File: src/rtl/fwd_bypass_unit_pkg.sv
// Shared types for the EX-stage operand bypass network: forwarding source
// encoding, load-use FSM states and the retired-write history entry.
package fwd_bypass_unit_pkg;

  localparam int DATA_WIDTH = 32;
  localparam int REG_ADDR_W = 5;
  localparam int STATS_W    = 32;

  typedef enum logic [1:0] {
    FW_NONE    = 2'd0,
    FW_MEM_ALU = 2'd1,
    FW_WB_DATA = 2'd2,
    FW_HIST    = 2'd3
  } fw_sel_e;

  typedef enum logic {
    LU_IDLE  = 1'b0,
    LU_STALL = 1'b1
  } lu_state_e;

  typedef struct packed {
    logic                  valid;
    logic [REG_ADDR_W-1:0] rd;
    logic [DATA_WIDTH-1:0] data;
  } hist_entry_t;

endpackage

File: src/rtl/fwd_bypass_unit_if.sv
// Pipeline-side bundle of the bypass unit: ID/EX operands, EX/MEM and MEM/WB
// write-back info in, forwarded operands and load-use stall out.
interface fwd_bypass_unit_if #(
  parameter int DATA_WIDTH = fwd_bypass_unit_pkg::DATA_WIDTH,
  parameter int REG_ADDR_W = fwd_bypass_unit_pkg::REG_ADDR_W,
  parameter int NUM_SRC    = 2
);
  import fwd_bypass_unit_pkg::*;

  logic                           flush_i;
  logic                           id_ex_valid_i;
  logic [NUM_SRC*REG_ADDR_W-1:0]  rs_addr_i;
  logic [NUM_SRC*DATA_WIDTH-1:0]  rs_data_i;
  logic                           ex_mem_valid_i;
  logic                           ex_mem_reg_wr_i;
  logic                           ex_mem_is_load_i;
  logic [REG_ADDR_W-1:0]          ex_mem_rd_i;
  logic [DATA_WIDTH-1:0]          ex_mem_alu_i;
  logic                           mem_wb_valid_i;
  logic                           mem_wb_reg_wr_i;
  logic [REG_ADDR_W-1:0]          mem_wb_rd_i;
  logic [DATA_WIDTH-1:0]          mem_wb_data_i;
  logic [NUM_SRC*DATA_WIDTH-1:0]  operand_o;
  fw_sel_e [NUM_SRC-1:0]          fw_sel_o;
  logic                           load_use_stall_o;

  modport master (
    output flush_i, id_ex_valid_i, rs_addr_i, rs_data_i,
           ex_mem_valid_i, ex_mem_reg_wr_i, ex_mem_is_load_i, ex_mem_rd_i, ex_mem_alu_i,
           mem_wb_valid_i, mem_wb_reg_wr_i, mem_wb_rd_i, mem_wb_data_i,
    input  operand_o, fw_sel_o, load_use_stall_o
  );

  modport slave (
    input  flush_i, id_ex_valid_i, rs_addr_i, rs_data_i,
           ex_mem_valid_i, ex_mem_reg_wr_i, ex_mem_is_load_i, ex_mem_rd_i, ex_mem_alu_i,
           mem_wb_valid_i, mem_wb_reg_wr_i, mem_wb_rd_i, mem_wb_data_i,
    output operand_o, fw_sel_o, load_use_stall_o
  );

endinterface

File: src/rtl/fwd_bypass_unit_hist_buf.sv
// fwd_hist_buf: shift register of recently retired register writes, covering
// the gap between MEM/WB and the register file read. Entry 0 is the newest;
// each lookup port returns the newest matching entry.
module fwd_hist_buf
  import fwd_bypass_unit_pkg::*;
#(
  parameter int HIST_DEPTH = 2,
  parameter int NUM_SRC    = 2
) (
  input  logic                          clk,
  input  logic                          rst_n,
  input  logic                          push_i,
  input  logic [REG_ADDR_W-1:0]         push_rd_i,
  input  logic [DATA_WIDTH-1:0]         push_data_i,
  input  logic [NUM_SRC*REG_ADDR_W-1:0] lk_rd_i,
  output logic [NUM_SRC-1:0]            hit_o,
  output logic [NUM_SRC*DATA_WIDTH-1:0] data_o
);

  logic [HIST_DEPTH-1:0] vld_q;
  logic [REG_ADDR_W-1:0] rd_q   [HIST_DEPTH];
  logic [DATA_WIDTH-1:0] data_q [HIST_DEPTH];
  hist_entry_t           ent    [HIST_DEPTH];

  // Valid bits are the only reset state; payload is qualified by them.
  always_ff @(posedge clk or negedge rst_n) begin
    if (!rst_n) begin
      vld_q <= '0;
    end else if (push_i) begin
      vld_q[0] <= 1'b1;
      for (int i = 1; i < HIST_DEPTH; i++) vld_q[i] <= vld_q[i-1];
    end
  end

  // Payload shifts alongside the valid bits, oldest entry falls off the end.
  always_ff @(posedge clk) begin
    if (push_i) begin
      rd_q[0]   <= push_rd_i;
      data_q[0] <= push_data_i;
      for (int i = 1; i < HIST_DEPTH; i++) begin
        rd_q[i]   <= rd_q[i-1];
        data_q[i] <= data_q[i-1];
      end
    end
  end

  // Assemble entries and search oldest->newest so the newest match wins.
  always_comb begin
    hit_o  = '0;
    data_o = '0;
    for (int i = 0; i < HIST_DEPTH; i++) ent[i] = '{valid: vld_q[i], rd: rd_q[i], data: data_q[i]};
    for (int s = 0; s < NUM_SRC; s++) begin
      for (int i = HIST_DEPTH-1; i >= 0; i--) begin
        if (ent[i].valid && ent[i].rd == lk_rd_i[s*REG_ADDR_W +: REG_ADDR_W]) begin
          hit_o[s]                         = 1'b1;
          data_o[s*DATA_WIDTH +: DATA_WIDTH] = ent[i].data;
        end
      end
    end
  end

endmodule

File: src/rtl/fwd_bypass_unit.sv
// fwd_bypass_unit: EX-stage operand bypass. Per operand picks the freshest of
// EX/MEM ALU result, MEM/WB data, retired-write history, or regfile data, and
// raises a one-cycle load-use stall.
// Optional build macro FWD_BYPASS_STATS_EN adds saturating forwarding/stall
// counters on stats_o with synchronous clear stats_clr_i.
module fwd_bypass_unit #(
  parameter int DATA_WIDTH = fwd_bypass_unit_pkg::DATA_WIDTH,
  parameter int REG_ADDR_W = fwd_bypass_unit_pkg::REG_ADDR_W,
  parameter int NUM_SRC    = 2,
  parameter int HIST_DEPTH = 2
) (
  input  logic                clk,
  input  logic                rst_n,
`ifdef FWD_BYPASS_STATS_EN
  input  logic                stats_clr_i,
  output logic [4*32-1:0]     stats_o,
`endif
  fwd_bypass_unit_if.slave    bus
);
  import fwd_bypass_unit_pkg::*;

  logic [NUM_SRC-1:0]            ld_hit;
  logic [NUM_SRC-1:0]            hist_hit;
  logic [NUM_SRC*DATA_WIDTH-1:0] hist_data;
  logic                          ex_mem_wr;
  logic                          mem_wb_wr;
  logic                          ld_use;
  logic                          stall;
  lu_state_e                     state_q;
  logic                          active_q;

  assign ex_mem_wr = bus.ex_mem_valid_i & bus.ex_mem_reg_wr_i;
  assign mem_wb_wr = bus.mem_wb_valid_i & bus.mem_wb_reg_wr_i;

  fwd_hist_buf #(
    .HIST_DEPTH (HIST_DEPTH),
    .NUM_SRC    (NUM_SRC)
  ) u_hist (
    .clk         (clk),
    .rst_n       (rst_n),
    .push_i      (mem_wb_wr & (bus.mem_wb_rd_i != '0)),
    .push_rd_i   (bus.mem_wb_rd_i),
    .push_data_i (bus.mem_wb_data_i),
    .lk_rd_i     (bus.rs_addr_i),
    .hit_o       (hist_hit),
    .data_o      (hist_data)
  );

  for (genvar s = 0; s < NUM_SRC; s++) begin : g_src
    logic [REG_ADDR_W-1:0] rs;
    logic                  nz;
    logic                  exm_hit;
    logic                  wb_hit;
    logic [DATA_WIDTH-1:0] opnd;
    fw_sel_e               sel;

    assign rs        = bus.rs_addr_i[s*REG_ADDR_W +: REG_ADDR_W];
    assign nz        = (rs != '0);
    assign exm_hit   = ex_mem_wr & (bus.ex_mem_rd_i == rs) & nz;
    assign wb_hit    = mem_wb_wr & (bus.mem_wb_rd_i == rs) & nz;
    assign ld_hit[s] = exm_hit & bus.ex_mem_is_load_i;

    // Priority select; a load in EX/MEM has no data yet, so it never forwards.
    always_comb begin
      sel  = FW_NONE;
      opnd = bus.rs_data_i[s*DATA_WIDTH +: DATA_WIDTH];
      if (exm_hit && !bus.ex_mem_is_load_i) begin
        sel  = FW_MEM_ALU;
        opnd = bus.ex_mem_alu_i;
      end else if (wb_hit) begin
        sel  = FW_WB_DATA;
        opnd = bus.mem_wb_data_i;
      end else if (hist_hit[s] && nz) begin
        sel  = FW_HIST;
        opnd = hist_data[s*DATA_WIDTH +: DATA_WIDTH];
      end
    end

    assign bus.operand_o[s*DATA_WIDTH +: DATA_WIDTH] = opnd;
    assign bus.fw_sel_o[s]                           = sel;
  end

  assign ld_use               = bus.id_ex_valid_i & (|ld_hit);
  assign stall                = active_q & (state_q == LU_IDLE) & ld_use & ~bus.flush_i;
  assign bus.load_use_stall_o = stall;

  // Load-use FSM: one stall cycle, then the load has reached MEM/WB.
  always_ff @(posedge clk or negedge rst_n) begin
    if (!rst_n) begin
      state_q  <= LU_IDLE;
      active_q <= 1'b0;
    end else begin
      active_q <= 1'b1;
      case (state_q)
        LU_IDLE:  state_q <= stall ? LU_STALL : LU_IDLE;
        default:  state_q <= LU_IDLE;
      endcase
    end
  end

`ifdef FWD_BYPASS_STATS_EN
  function automatic logic [31:0] sat_add(input logic [31:0] a, input logic [31:0] b);
    logic [32:0] sum;
    sum = {1'b0, a} + {1'b0, b};
    return sum[32] ? '1 : sum[31:0];
  endfunction

  logic [31:0] n_mem, n_wb, n_hist;
  logic [31:0] cnt_mem, cnt_wb, cnt_hist, cnt_stall;

  // Number of operands taking each forwarding source this cycle.
  always_comb begin
    n_mem  = '0;
    n_wb   = '0;
    n_hist = '0;
    for (int s = 0; s < NUM_SRC; s++) begin
      if (bus.fw_sel_o[s] == FW_MEM_ALU) n_mem  = n_mem  + 32'd1;
      if (bus.fw_sel_o[s] == FW_WB_DATA) n_wb   = n_wb   + 32'd1;
      if (bus.fw_sel_o[s] == FW_HIST)    n_hist = n_hist + 32'd1;
    end
  end

  // Saturating counters, clear takes precedence over counting.
  always_ff @(posedge clk or negedge rst_n) begin
    if (!rst_n) begin
      cnt_mem   <= '0;
      cnt_wb    <= '0;
      cnt_hist  <= '0;
      cnt_stall <= '0;
    end else if (stats_clr_i) begin
      cnt_mem   <= '0;
      cnt_wb    <= '0;
      cnt_hist  <= '0;
      cnt_stall <= '0;
    end else begin
      if (bus.id_ex_valid_i) begin
        cnt_mem  <= sat_add(cnt_mem, n_mem);
        cnt_wb   <= sat_add(cnt_wb, n_wb);
        cnt_hist <= sat_add(cnt_hist, n_hist);
      end
      if (stall) cnt_stall <= sat_add(cnt_stall, 32'd1);
    end
  end

  assign stats_o = {cnt_mem, cnt_wb, cnt_hist, cnt_stall};
`endif

endmodule

File: src/flat_wrapper.sv
// flat-port wrapper written by rule: the top's interface ports become plain ports
module fwd_bypass_unit_flat import fwd_bypass_unit_pkg::*;
#(
  parameter int DATA_WIDTH = fwd_bypass_unit_pkg::DATA_WIDTH,
  parameter int REG_ADDR_W = fwd_bypass_unit_pkg::REG_ADDR_W,
  parameter int NUM_SRC    = 2,
  parameter int HIST_DEPTH = 2
)
  (clk, rst_n, bus_flush_i, bus_id_ex_valid_i, bus_rs_addr_i, bus_rs_data_i, bus_ex_mem_valid_i, bus_ex_mem_reg_wr_i, bus_ex_mem_is_load_i, bus_ex_mem_rd_i, bus_ex_mem_alu_i, bus_mem_wb_valid_i, bus_mem_wb_reg_wr_i, bus_mem_wb_rd_i, bus_mem_wb_data_i, bus_operand_o, bus_fw_sel_o, bus_load_use_stall_o);
  fwd_bypass_unit_if #(.DATA_WIDTH(DATA_WIDTH), .REG_ADDR_W(REG_ADDR_W), .NUM_SRC(NUM_SRC)) bus_i ();
  input  logic clk;
  input  logic rst_n;
  input wire logic [$bits(bus_i.flush_i)-1:0] bus_flush_i;
  input wire logic [$bits(bus_i.id_ex_valid_i)-1:0] bus_id_ex_valid_i;
  input wire logic [$bits(bus_i.rs_addr_i)-1:0] bus_rs_addr_i;
  input wire logic [$bits(bus_i.rs_data_i)-1:0] bus_rs_data_i;
  input wire logic [$bits(bus_i.ex_mem_valid_i)-1:0] bus_ex_mem_valid_i;
  input wire logic [$bits(bus_i.ex_mem_reg_wr_i)-1:0] bus_ex_mem_reg_wr_i;
  input wire logic [$bits(bus_i.ex_mem_is_load_i)-1:0] bus_ex_mem_is_load_i;
  input wire logic [$bits(bus_i.ex_mem_rd_i)-1:0] bus_ex_mem_rd_i;
  input wire logic [$bits(bus_i.ex_mem_alu_i)-1:0] bus_ex_mem_alu_i;
  input wire logic [$bits(bus_i.mem_wb_valid_i)-1:0] bus_mem_wb_valid_i;
  input wire logic [$bits(bus_i.mem_wb_reg_wr_i)-1:0] bus_mem_wb_reg_wr_i;
  input wire logic [$bits(bus_i.mem_wb_rd_i)-1:0] bus_mem_wb_rd_i;
  input wire logic [$bits(bus_i.mem_wb_data_i)-1:0] bus_mem_wb_data_i;
  output wire logic [$bits(bus_i.operand_o)-1:0] bus_operand_o;
  output wire logic [$bits(bus_i.fw_sel_o)-1:0] bus_fw_sel_o;
  output wire logic [$bits(bus_i.load_use_stall_o)-1:0] bus_load_use_stall_o;
  assign bus_i.flush_i = bus_flush_i;
  assign bus_i.id_ex_valid_i = bus_id_ex_valid_i;
  assign bus_i.rs_addr_i = bus_rs_addr_i;
  assign bus_i.rs_data_i = bus_rs_data_i;
  assign bus_i.ex_mem_valid_i = bus_ex_mem_valid_i;
  assign bus_i.ex_mem_reg_wr_i = bus_ex_mem_reg_wr_i;
  assign bus_i.ex_mem_is_load_i = bus_ex_mem_is_load_i;
  assign bus_i.ex_mem_rd_i = bus_ex_mem_rd_i;
  assign bus_i.ex_mem_alu_i = bus_ex_mem_alu_i;
  assign bus_i.mem_wb_valid_i = bus_mem_wb_valid_i;
  assign bus_i.mem_wb_reg_wr_i = bus_mem_wb_reg_wr_i;
  assign bus_i.mem_wb_rd_i = bus_mem_wb_rd_i;
  assign bus_i.mem_wb_data_i = bus_mem_wb_data_i;
  assign bus_operand_o = bus_i.operand_o;
  assign bus_fw_sel_o = bus_i.fw_sel_o;
  assign bus_load_use_stall_o = bus_i.load_use_stall_o;
  fwd_bypass_unit #(.DATA_WIDTH(DATA_WIDTH), .REG_ADDR_W(REG_ADDR_W), .NUM_SRC(NUM_SRC), .HIST_DEPTH(HIST_DEPTH)) u_core (.clk(clk), .rst_n(rst_n), .bus(bus_i));
endmodule
File: config.mk
export PLATFORM = sky130hd
export DESIGN_NAME = fwd_bypass_unit_flat
export DESIGN_NICKNAME = d
export VERILOG_FILES = /design/src/rtl/fwd_bypass_unit_pkg.sv /design/src/rtl/fwd_bypass_unit_if.sv /design/src/rtl/fwd_bypass_unit_hist_buf.sv /design/src/rtl/fwd_bypass_unit.sv /design/src/flat_wrapper.sv
export SDC_FILE = /design/constraint.sdc
export NUM_CORES = 1
export LEC_CHECK = 0
export CAP_MARGIN = 20
export CELL_PAD_IN_SITES_DETAIL_PLACEMENT = 1
export CELL_PAD_IN_SITES_GLOBAL_PLACEMENT = 2
export CORE_MARGIN = 10
export CORE_UTILIZATION = 26
export CTS_BUF_LIST = sky130_fd_sc_hd__clkbuf_8
export DETAILED_ROUTE_END_ITERATION = 10
export PLACE_DENSITY_LB_ADDON = 0.1
export SLEW_MARGIN = 20
export SYNTH_ARGS = -nofsm -noshare
export SYNTH_HDL_FRONTEND = slang
export SYNTH_SLANG_ARGS = --single-unit
File: constraint.sdc
create_clock -name clk -period 2.5 [get_ports clk]
set_input_delay 0.5 -clock clk [delete_from_list [all_inputs] [get_ports clk]]
set_output_delay 0.5 -clock clk [all_outputs]
set_load 0.02 [all_outputs]
==> results.toml <==
[outcome]
outcome = "complete, but fails checks"
failing_checks = "setup timing"

[timing]
setup_ws_ps = -546
rsz0062_at_grt = "yes"
tns_setup_ps = -32420
fin_worst_skew_ps = 10.8
timing.final.setup_violations = 69
timing.hold.ws_ps = 320
finalHoldViolations = 0
max_freq_mhz = 328
final_max_slew_viol_count = 0
layout_worst_path_cycle_share = 1.22
final.min_clock_period_ps = 3050

[cells_and_area]
sequential_cell_area_sq_mm = 0.00232
fill_cells = 2378
antennaDiodeCount = 0
finalNonFillerCells = 1293
drive_above_1_share = 0.468
fin_nets = 1160
multi_input_comb_area_sq_mm = 0.00487
layout_stage_area_growth_over_the_synthesis_result_pct = 99.6

[setup_path]
path_max_fanout = 18
cp_data_required_time_ps = 2000
timing.setup.critical_path_class = "reg -> out"
arrival_ps = 2550
endpoint_kind = "primary output"
timing.critical_path.from_type = "flip-flop"

[logic_synthesis]
post_synth_xor_area_fraction = 0.0585
synth_simple_gate_area_share = 0.256
post_synth_edffs = 74
ys_seq_area_frac = 0.388
post_synthesis_compound_gate_area_fraction = 0.230
synth_seq_cells = 78
synth.lib_cells_used.distinct = 37
synth_top_cells_by_area = "edfxtp_1, nand2_1, a21o_1, a41oi_2, nand4_1"
syn_avg_cell_area_sq_um = 8.67
synth_cells = 691
synth-async-reset-ratio = 0.0513
mappedNetlistArea_sq_mm = 0.00599
synth.yosys.warnings = 0
postSynth.topFlopCell = "edfxtp_1"
synth_adder_area_share = 0
syn_nets = 848
synthDominantCellAreaShare = 0.371
yosys.cell_count.top_type = "nand2_1"
yosysTopAreaCell = "edfxtp_1"
synthMuxAreaShare = 0
dominant_combinational_cell_family_by_area_after_synthesis = "simple AND/OR/NAND/NOR gates"
synth_top_cells_by_count = "nand2_1, edfxtp_1, nor2_1, nand4_1, a21o_1"

[placement]
pre_cts_ws_ps = -1280
detailed_place_hpwl_um = 21200
placed_cells = 1210
count_of_buffers_from_port_buffering = 225
gp_routability_congestion = 0.874

[floorplanning]
floorplan.die.height_um = 172
initial_core_util = 0.265
die_x_um = 172
core_area_sq_mm = 0.0226
number_of_i_o_pins = 226
row_count = 55
fp.dieArea_sq_mm = 0.0295

[grt]
grt_pass1_wl_um = 49000
antenna_found_initial = 0
grt_max_degree = 45
grt_util_all_layers = 0.218
number_of_global_route_vias_before_repair = 7940
grt_overflow_total = 0

[clocking]
clk_latency_ps = 380
clock-sinks = 78
clk_path_buf_depth = 2
worst_setup_hold_path_clk_slew_ps = 80
htreeDepth = 3
cts-root-buf = "clkbuf_8"
total_cts_buffers = 9
cts_tree = "done"
cts.hold.buffers_added = 0

[power_and_ir_drop]
peakVddDrop_mv = 0.246
report.power.total_w = 0.00406
switching_power_w = 0.00131
seq_power_share = 0.385
switching_portion_of_total_power = 0.324
cellPowerDensity_mw_per_mm2 = 340
p_comb_frac = 0.378
relative_contribution_of_the_clock_network_to_total_power = 0.238
total_leakage_power_nw = 4.19
cellInternalPower_w = 0.00275

[routing]
route.antenna.remaining_nets = 0
drc = 0
drt_first_pass_iters = 7
dr_total_vias = 6976
avgViaCountPerCell = 5.40
initialDrtViolationCount = 441
postRouteWirelength_um = 32600
wl_per_cell_um = 25.2

[hold_path]
min-delay-path-class = "in -> async"

[flow_run]
drv.max_cap_violation_count = 0
==> per-stage QoR <==
step / area [sq um] / utilization
floorplan: 6940 / -
global placement: 10100 / 0.447
detailed placement: 10100 / 0.447
CTS: 11800 / 0.521
global route: 12000 / 0.528
finish: 12000 / 0.528
==> placed cells by master, fill, tap and decap left out, types with 23 or more instances in the layout <==
cell,n
a41oi_4,26
a21oi_2,26
nand4_1,66
nor2_4,23
nand2_2,31
a31oi_4,28
a21o_1,62
buf_4,75
clkdlybuf4s50_1,134
nand2_1,122
edfxtp_1,74
buf_12,39
nor2_2,33
buf_6,87
==> timing repair <==
item,CTS,global route
endpoints found under the setup margin,69,69
gates cloned,15,2
pin swaps,56,31
buffers inserted,44,11
gates resized for setup,621,35
==> critical path, stage by stage, from the launching register on <==
cell,delay (ps)
edfxtp_1,530
xnor2_4,240
nand3_2,130
or3_4,390
a31o_4,280
buf_12,160
nand2_1,90
a41oi_2,140
buf_4,190
==> final cells by class <==
cell class / instances / area share
clock inverter: 7 / 0.00481
clock buffer: 9 / 0.0104
multi-input combinational: 542 / 0.407
sequential: 78 / 0.194
timing repair buffer: 370 / 0.353
tap: 285 / 0.0298
inverter: 2 / 0.000733
==> metal layers <==
layer | global-route usage | vias to the layer above | routed length [um]
met5 | 0 | - | 0
li1 | - | 3167 | -
met3 | 0.0442 | 22 | 1760
met1 | 0.260 | 3565 | 13600
met2 | 0.386 | 222 | 16900
met4 | 0.0585 | 0 | 432
==> cell families after synthesis <==
| kind of cell | Yosys count |
|---|---|
| flops | 78 |
| simple gates | 333 |
| buf+inv | 71 |
| compound gates | 168 |
| other cells | 1 |
| xor+xnor | 40 |
==> registers in the layout (all words and copies together), names as in the netlist <==
register,flops
u_core.u_hist.rd_q,10
u_core.u_hist.vld_q,2
u_core.u_hist.data_q,64
u_core.state_q,1
u_core.active_q,1
==> path summary, 6_finish.rpt <==
check | startpoint | end | slack [ps] | cells past startpoint
min in group clk | bus_mem_wb_rd_i[0] | u_core.u_hist.rd_q[0][0]$_DFFE_PP_ | 370 | 1
max in group asynchronous | rst_n | u_core.u_hist.vld_q[1]$_DFFE_PN0P_ | 1990 | 1
worst min-delay path | rst_n | u_core.active_q$_DFF_PN0_ | 320 | 1
worst max register to register | u_core.active_q$_DFF_PN0_ | u_core.state_q$_DFF_PN0_ | 1590 | 3
worst min register to register | u_core.state_q$_DFF_PN0_ | u_core.state_q$_DFF_PN0_ | 460 | 1
worst max-delay path | u_core.u_hist.rd_q[0][9]$_DFFE_PP_ | bus_operand_o[22] | -550 | 8
==> power by group through the flow <==
stage | clock (W) | sequential (W) | combinational [W]
2_1_floorplan | 0 | 0.00157 | 0.000643
3_3_place_gp | 0 | 0.00158 | 0.00134
3_5_place_dp | 0 | 0.00159 | 0.00136
4_1_cts | 0.000971 | 0.00156 | 0.00150
5_1_grt | 0.00103 | 0.00157 | 0.00162
6_report | 0.000964 | 0.00156 | 0.00153
Power figures use the tool's default switching activity.
